File: config.mk
export PLATFORM = sky130hd
export DESIGN_NAME = multi_dev_bridge
export DESIGN_NICKNAME = d
export VERILOG_FILES = /design/src/rtl/multi_dev_bridge_pkg.sv /design/src/rtl/multi_dev_bridge_decode.sv /design/src/rtl/multi_dev_bridge.sv
export SDC_FILE = /design/constraint.sdc
export NUM_CORES = 1
export LEC_CHECK = 0
export ABC_AREA = 1
export CAP_MARGIN = 10
export CORE_MARGIN = 8
export CORE_UTILIZATION = 40
export DETAILED_ROUTE_END_ITERATION = 16
export PLACE_DENSITY = 0.8
export SYNTH_ARGS = -nofsm -noshare
export SYNTH_HDL_FRONTEND = slang
export SYNTH_SLANG_ARGS = --single-unit
export TNS_END_PERCENT = 100
File: constraint.sdc
create_clock -name clk -period 2.5 [get_ports clk]
set_input_delay 0.375 -clock clk [delete_from_list [all_inputs] [get_ports clk]]
set_output_delay 0.375 -clock clk [all_outputs]
set_load 0.02 [all_outputs]
File: src/rtl/multi_dev_bridge_pkg.sv
// Shared definitions for the processor-to-DM/device bridge: FSM encoding and
// the fixed address map constants.
package multi_dev_bridge_pkg;

  typedef enum logic [1:0] {
    ST_IDLE     = 2'd0,
    ST_DEV_WAIT = 2'd1,
    ST_RESP     = 2'd2
  } state_e;

  localparam logic [31:0] DM_BASE      = 32'h0000_0000;
  localparam logic [31:0] DM_LIMIT     = 32'h0000_2FFF;
  localparam logic [31:0] INT_ACK_ADDR = 32'h0000_7F20;
  localparam logic [31:0] DEV_SPAN     = 32'd12;

endpackage

File: src/rtl/multi_dev_bridge_decode.sv
// Address decoder for multi_dev_bridge: classifies pr_addr as data memory,
// one device slot (lowest index wins on overlap), or a miss.
module bridge_addr_decode
  import multi_dev_bridge_pkg::*;
#(
  parameter int unsigned         N_DEV    = 2,
  parameter logic [N_DEV*32-1:0] DEV_BASE = {32'h7F10, 32'h7F00}
) (
  input  logic [31:0]      pr_addr,
  output logic             dm_hit,
  output logic [N_DEV-1:0] dev_hit,
  output logic             miss
);

  logic [31:0] dm_off;
  logic [31:0] dev_off;
  logic        found;

  // Offset-based range checks wrap below the base, so one unsigned compare suffices.
  always_comb begin
    dm_off  = pr_addr - DM_BASE;
    dm_hit  = (dm_off <= (DM_LIMIT - DM_BASE));
    dev_hit = '0;
    dev_off = '0;
    found   = 1'b0;
    for (int unsigned i = 0; i < N_DEV; i++) begin
      dev_off = pr_addr - DEV_BASE[i*32 +: 32];
      if (!dm_hit && !found && (dev_off < DEV_SPAN)) begin
        dev_hit[i] = 1'b1;
        found      = 1'b1;
      end
    end
    miss = !dm_hit && !found;
  end

endmodule

File: src/rtl/multi_dev_bridge.sv
// Processor bus bridge to data memory and N_DEV memory-mapped devices.
// Optional device-acknowledge timeout: define BRIDGE_TIMEOUT_EN.
module multi_dev_bridge
  import multi_dev_bridge_pkg::*;
#(
  parameter int unsigned         N_DEV    = 2,
  parameter logic [N_DEV*32-1:0] DEV_BASE = {32'h7F10, 32'h7F00},
  parameter int unsigned         TIMEOUT  = 15
) (
  input  logic                clk,
  input  logic                reset,
  input  logic                pr_req,
  input  logic [31:0]         pr_addr,
  input  logic [31:0]         pr_wd,
  input  logic                pr_we,
  input  logic [3:0]          pr_byteen,
  output logic                pr_ready,
  output logic [31:0]         pr_rd,
  output logic                pr_rd_valid,
  output logic                pr_err,
  output logic [31:0]         m_data_addr,
  output logic [31:0]         m_data_wdata,
  output logic [3:0]          m_data_byteen,
  input  logic [31:0]         m_data_rdata,
  output logic [31:0]         dev_addr,
  output logic [31:0]         dev_wd,
  output logic [N_DEV-1:0]    dev_we,
  output logic [N_DEV-1:0]    dev_sel,
  input  logic [N_DEV*32-1:0] dev_rd,
  input  logic [N_DEV-1:0]    dev_ack,
  input  logic                interrupt_respond
);

  state_e           state, state_nxt;
  logic             dm_hit, miss;
  logic [N_DEV-1:0] dev_hit;
  logic             dm_accept, dev_accept, miss_accept;
  logic             ack_hit, dev_done, dev_timeout;
  logic             dev_rd_req;
  logic [31:0]      dev_rd_sel;

`ifdef BRIDGE_TIMEOUT_EN
  localparam logic [7:0] TMO_LAST = 8'(TIMEOUT - 1);
  logic [7:0] tmo_cnt;
`endif

  bridge_addr_decode #(
    .N_DEV    (N_DEV),
    .DEV_BASE (DEV_BASE)
  ) u_decode (
    .pr_addr (pr_addr),
    .dm_hit  (dm_hit),
    .dev_hit (dev_hit),
    .miss    (miss)
  );

  always_comb begin
    dev_rd_sel = '0;
    for (int unsigned i = 0; i < N_DEV; i++) begin
      if (dev_sel[i]) dev_rd_sel = dev_rd[i*32 +: 32];
    end
  end

  always_ff @(posedge clk or negedge reset) begin
    if (!reset) state <= ST_IDLE;
    else        state <= state_nxt;
  end

  always_comb begin
    state_nxt     = state;
    pr_ready      = 1'b0;
    m_data_addr   = pr_addr;
    m_data_wdata  = pr_wd;
    m_data_byteen = '0;
    dm_accept     = 1'b0;
    dev_accept    = 1'b0;
    miss_accept   = 1'b0;
    dev_done      = 1'b0;
    dev_timeout   = 1'b0;
    ack_hit       = |(dev_ack & dev_sel);
    case (state)
      ST_IDLE: begin
        if (pr_req) begin
          if (dm_hit) begin
            // The interrupt strobe owns the DM port; the request is retried next cycle.
            if (!interrupt_respond) begin
              pr_ready      = 1'b1;
              dm_accept     = 1'b1;
              m_data_byteen = pr_byteen;
            end
          end else if (miss) begin
            pr_ready    = 1'b1;
            miss_accept = 1'b1;
          end else begin
            dev_accept = 1'b1;
            state_nxt  = ST_DEV_WAIT;
          end
        end
      end
      ST_DEV_WAIT: begin
        if (ack_hit) begin
          dev_done  = 1'b1;
          state_nxt = ST_RESP;
        end
`ifdef BRIDGE_TIMEOUT_EN
        else if (tmo_cnt == TMO_LAST) begin
          dev_done    = 1'b1;
          dev_timeout = 1'b1;
          state_nxt   = ST_RESP;
        end
`endif
      end
      ST_RESP: begin
        pr_ready  = 1'b1;
        state_nxt = ST_IDLE;
      end
      default: state_nxt = ST_IDLE;
    endcase
    if (interrupt_respond) begin
      m_data_addr   = INT_ACK_ADDR;
      m_data_byteen = '1;
    end
    // Combinational outputs are forced quiet while reset is held.
    if (!reset) begin
      pr_ready      = 1'b0;
      m_data_addr   = '0;
      m_data_wdata  = '0;
      m_data_byteen = '0;
    end
  end

  always_ff @(posedge clk or negedge reset) begin
    if (!reset) begin
      pr_rd       <= '0;
      pr_rd_valid <= 1'b0;
      pr_err      <= 1'b0;
      dev_sel     <= '0;
      dev_we      <= '0;
      dev_addr    <= '0;
      dev_wd      <= '0;
      dev_rd_req  <= 1'b0;
    end else begin
      pr_rd_valid <= 1'b0;
      pr_err      <= 1'b0;
      if (dm_accept && !pr_we) begin
        pr_rd       <= m_data_rdata;
        pr_rd_valid <= 1'b1;
      end
      if (miss_accept) begin
        pr_err <= 1'b1;
        if (!pr_we) begin
          pr_rd       <= '0;
          pr_rd_valid <= 1'b1;
        end
      end
      if (dev_accept) begin
        dev_addr   <= pr_addr;
        dev_wd     <= pr_wd;
        dev_sel    <= dev_hit;
        dev_we     <= pr_we ? dev_hit : '0;
        dev_rd_req <= !pr_we;
      end
      if (dev_done) begin
        dev_sel     <= '0;
        dev_we      <= '0;
        pr_rd_valid <= dev_rd_req;
        if (dev_timeout) begin
          pr_rd  <= '0;
          pr_err <= 1'b1;
        end else if (dev_rd_req) begin
          pr_rd <= dev_rd_sel;
        end
      end
    end
  end

`ifdef BRIDGE_TIMEOUT_EN
  always_ff @(posedge clk or negedge reset) begin
    if (!reset)                                 tmo_cnt <= '0;
    else if (state == ST_DEV_WAIT && !dev_done) tmo_cnt <= tmo_cnt + 8'd1;
    else                                        tmo_cnt <= '0;
  end
`endif

endmodule
==> metrics.csv <==
stage,metric,value,unit
finish,nNetsFinal,1486,
sta,setup_viol,1,
floorplan,design.core.area,15800,sq um
grt,grt_max_degree,42,
synthesis,ys_ff_latch,105,
critical_path,reg2regPathDepth,9,
critical_path,worstPathCellList,buf_6 -> nor2_4 -> nand2_4 -> buf_12 -> nand3_4 -> nand3_2 -> o21ai_1 -> nand2_1 -> nor2_2 -> nand3_2 -> nor2_4 -> inv_2 -> nand2_2 -> nor2_2 -> o21ai_1 -> nor2_1 -> buf_4,
critical_path,crit_path_end_kind,output pin,
finish,drive_gt1_frac,0.249,
synthesis,synth_top_area_share,0.408,
synthesis,syn_nets,1048,
sta,fmax,399,MHz
critical_path,max_stage_delay,0.18,ns
finish,antennaDiodeCount,0,
floorplan,io_pins,342,
placed_design,placed_cells,1487,
grt,grt_antenna_before_repair,0,
synthesis,synth.avg_cell_area,7.34,sq um
synthesis,syn-cell-area,6440,sq um
critical_path,worstSetupPathType,primary input to output pin,
drt,wl_per_cell,18.6,um
synthesis,synth_cell_types,35,
run,drv_cap,0,
finish,most-common-layout-cells,"clkdlybuf4s50_1 (305), nand2_1 (226), inv_1 (127), dfrtp_1 (105), buf_4 (102)",
sta,maxSlewViolCount,0,
clock_tree,cts_tree,built,
pwr,leakage,5.73,nW
floorplan,dieArea,20400,sq um
finish,syn_to_final_growth,80.7,%
sta,min_period,2.51,ns
grt,grt_pass1_vias,7654,
critical_path,crit_family,simple AND/OR/NAND/NOR gates,
critical_path,critPathBufInv,4,
placed_design,place_congestion,0.990,
critical_path,crit_arrival,2.13,ns
finish,stdcell_count,1536,
clock_tree,cts_made_buffers,9,
drt,firstDrtPassIters,5,
critical_path,cp_max_fo,6,
clock_tree,worst_skew_pair.late_latency,0.36,ns
drt,drt_drc_violations_left,0,
clock_tree,cts_root_buffer,clkbuf_16,
sta,max-slew-margin-rel,0.640,
pwr,total_power,3.99,mW
synthesis,synth_area_leaders,"dfrtp_1 (41%), nand2_1 (15%), inv_1 (7.9%)",
drt,wirelength,28.6,mm
drt,via_count,7653,
grt,overflow,0,
grt,grt.total_usage,0.266,
critical_path,crit_cells,17,
status,status,"finished, violations left",
critical_path,crit_path_top_delay_cell,nor2_4,
sta,finalHoldViolations,0,
clock_tree,htreeDepth,3,
status,violations,setup timing,
sta,setup_ws,-0.00673,ns
critical_path,cp-start-kind,primary input,
drt,via_per_inst,4.98,
pwr,peakVddDrop,0.000299,V
sta,clock_skew,0.00656,ns
placed_design,dp_hpwl,21.6,mm
min_path,hold_class,primary input to async pin,
synthesis,synth_seq_area_share,0.408,
drt,ant_nets,0,
pwr,powerDensity,343,nW/um^2
synthesis,yosysTopAreaCell,dfrtp_1,
clock_tree,cts_sinks,105,
sta,whs,0.0789,ns
placed_design,port_buffers,341,
floorplan,die-width,143,um
synthesis,synthCells,877,
floorplan,rows,46,
sta,tightest_slew,0.538,ns
floorplan,start_util,0.407,
synthesis,yosysWarnings,0,
sta,min_period_over_period,1.00,
clock_tree,ctsLongestPathBuffers,2,
grt,grt_first_pass_wirelength,42.0,mm
critical_path,rrSetupSlack,0.52,ns
sta,rsz0062_at_grt,yes,
finish,final_common_cell,clkdlybuf4s50_1,
placed_design,dp_worst_setup_slack,-0.927,ns
drt,drtIter0Drc,464,
critical_path,required,2.12,ns
clock_tree,path_clk_slew,0.08,ns
floorplan,chipHeight,143,um
finish,fin_util,0.735,
synth_stat cells:
master	count
dfrtp_1	105
o21ai_0	35
o22ai_2	30
o22ai_1	1
o21ai_1	6
nand3_4	2
nand3_1	34
inv_1	135
nor2_4	4
nand2_4	5
buf_6	2
nor4_1	1
buf_1	2
or2_1	7
a21oi_1	44
nor2_8	3
mux2_2	1
clkbuf_1	26
buf_12	3
nand2_1	252
a22oi_1	32
nor2_2	7
a22o_1	1
buf_4	5
nand2_2	4
o21a_1	1
o211ai_1	1
xor2_1	1
o31ai_1	2
buf_2	4
o21ai_2	4
nand3_2	4
nor2_1	100
nand4_1	9
inv_2	4
state kept, by name, summed over array words and instances, names as in the netlist:
register     cells
state            2
pr_rd           32
dev_wd          32
dev_addr        32
pr_rd_valid      1
dev_rd_req       1
dev_sel          2
pr_err           1
dev_we           2
worst reg2reg max path, stage by stage (launching register included):
cell and delay (ns):
dfrtp_1 0.63, a22o_1 0.26, nand2_1 0.07, inv_1 0.11, nand2_2 0.09, inv_1 0.08
buf_4 0.27, a21oi_1 0.10, o21ai_0 0.12, o22ai_2 0.12
layout make-up:
class	count	area [sq um]
Inverter	139	526
Sequential cell	105	2630
Timing Repair Buffer	466	4450
Tap cell	216	270
Clock buffer	9	225
Multi-Input combinational cell	594	3470
Fill cell	1176	4190
Clock inverter	7	67.6
what timing repair did:
item                                    in CTS  in global routing
hold endpoints to repair                     9                  0
gates resized for setup                    192                 73
hold buffers                                 1                  0
pin swaps                                   65                 49
endpoints found under the setup margin      55                  5
cloned                                       3                  0
setup buffers                               18                 11
logic make-up (layout without fill, tap and decap cells):
group	Yosys count	after routing	synth area share
buffers and inverters	181	621	0.119
AOI/OAI and AO/OA	157	157	0.174
xor gates and xnor gates	1	1	0.00136
muxes	1	1	0.00175
DFF	105	105	0.408
and+or+nand+nor	432	435	0.296
per-layer routing:
metal  up-vias  GRT usage  part of all wire
li1       3660          -                 -
met1      3589      0.301              0.39
met2       334      0.467              0.50
met3        70     0.0698             0.076
met4         0      0.105             0.037
met5         -          0                 0
stage by stage:
step                instance area, sq um  setup TNS, ns
floorplan                           6440              0
global placement                   10700         -44.11
detailed placement                 10700         -44.72
CTS                                11300       -0.00453
global route                       11600         -0.189
finish                             11600       -0.00673
power by group:
part | internal [mW] | switching (mW)
registers | 1.70 | 0.000000137
clock network | 0.706 | 0.722
logic | 0.459 | 0.410
total | 2.86 | 1.13
worst paths after layout:
| path | start | end |
|---|---|---|
| max | pr_addr[6] | pr_ready |
| min | reset | dev_addr[3] |
| max reg2reg | dev_sel[1] | pr_rd[9] |
| min reg2reg | dev_addr[11] | dev_addr[11] |
| max in group asynchronous | reset | dev_wd[18] |
| min in group clk | pr_addr[3] | dev_addr[3] |
Note: power is estimated with default switching activity, not from simulation.
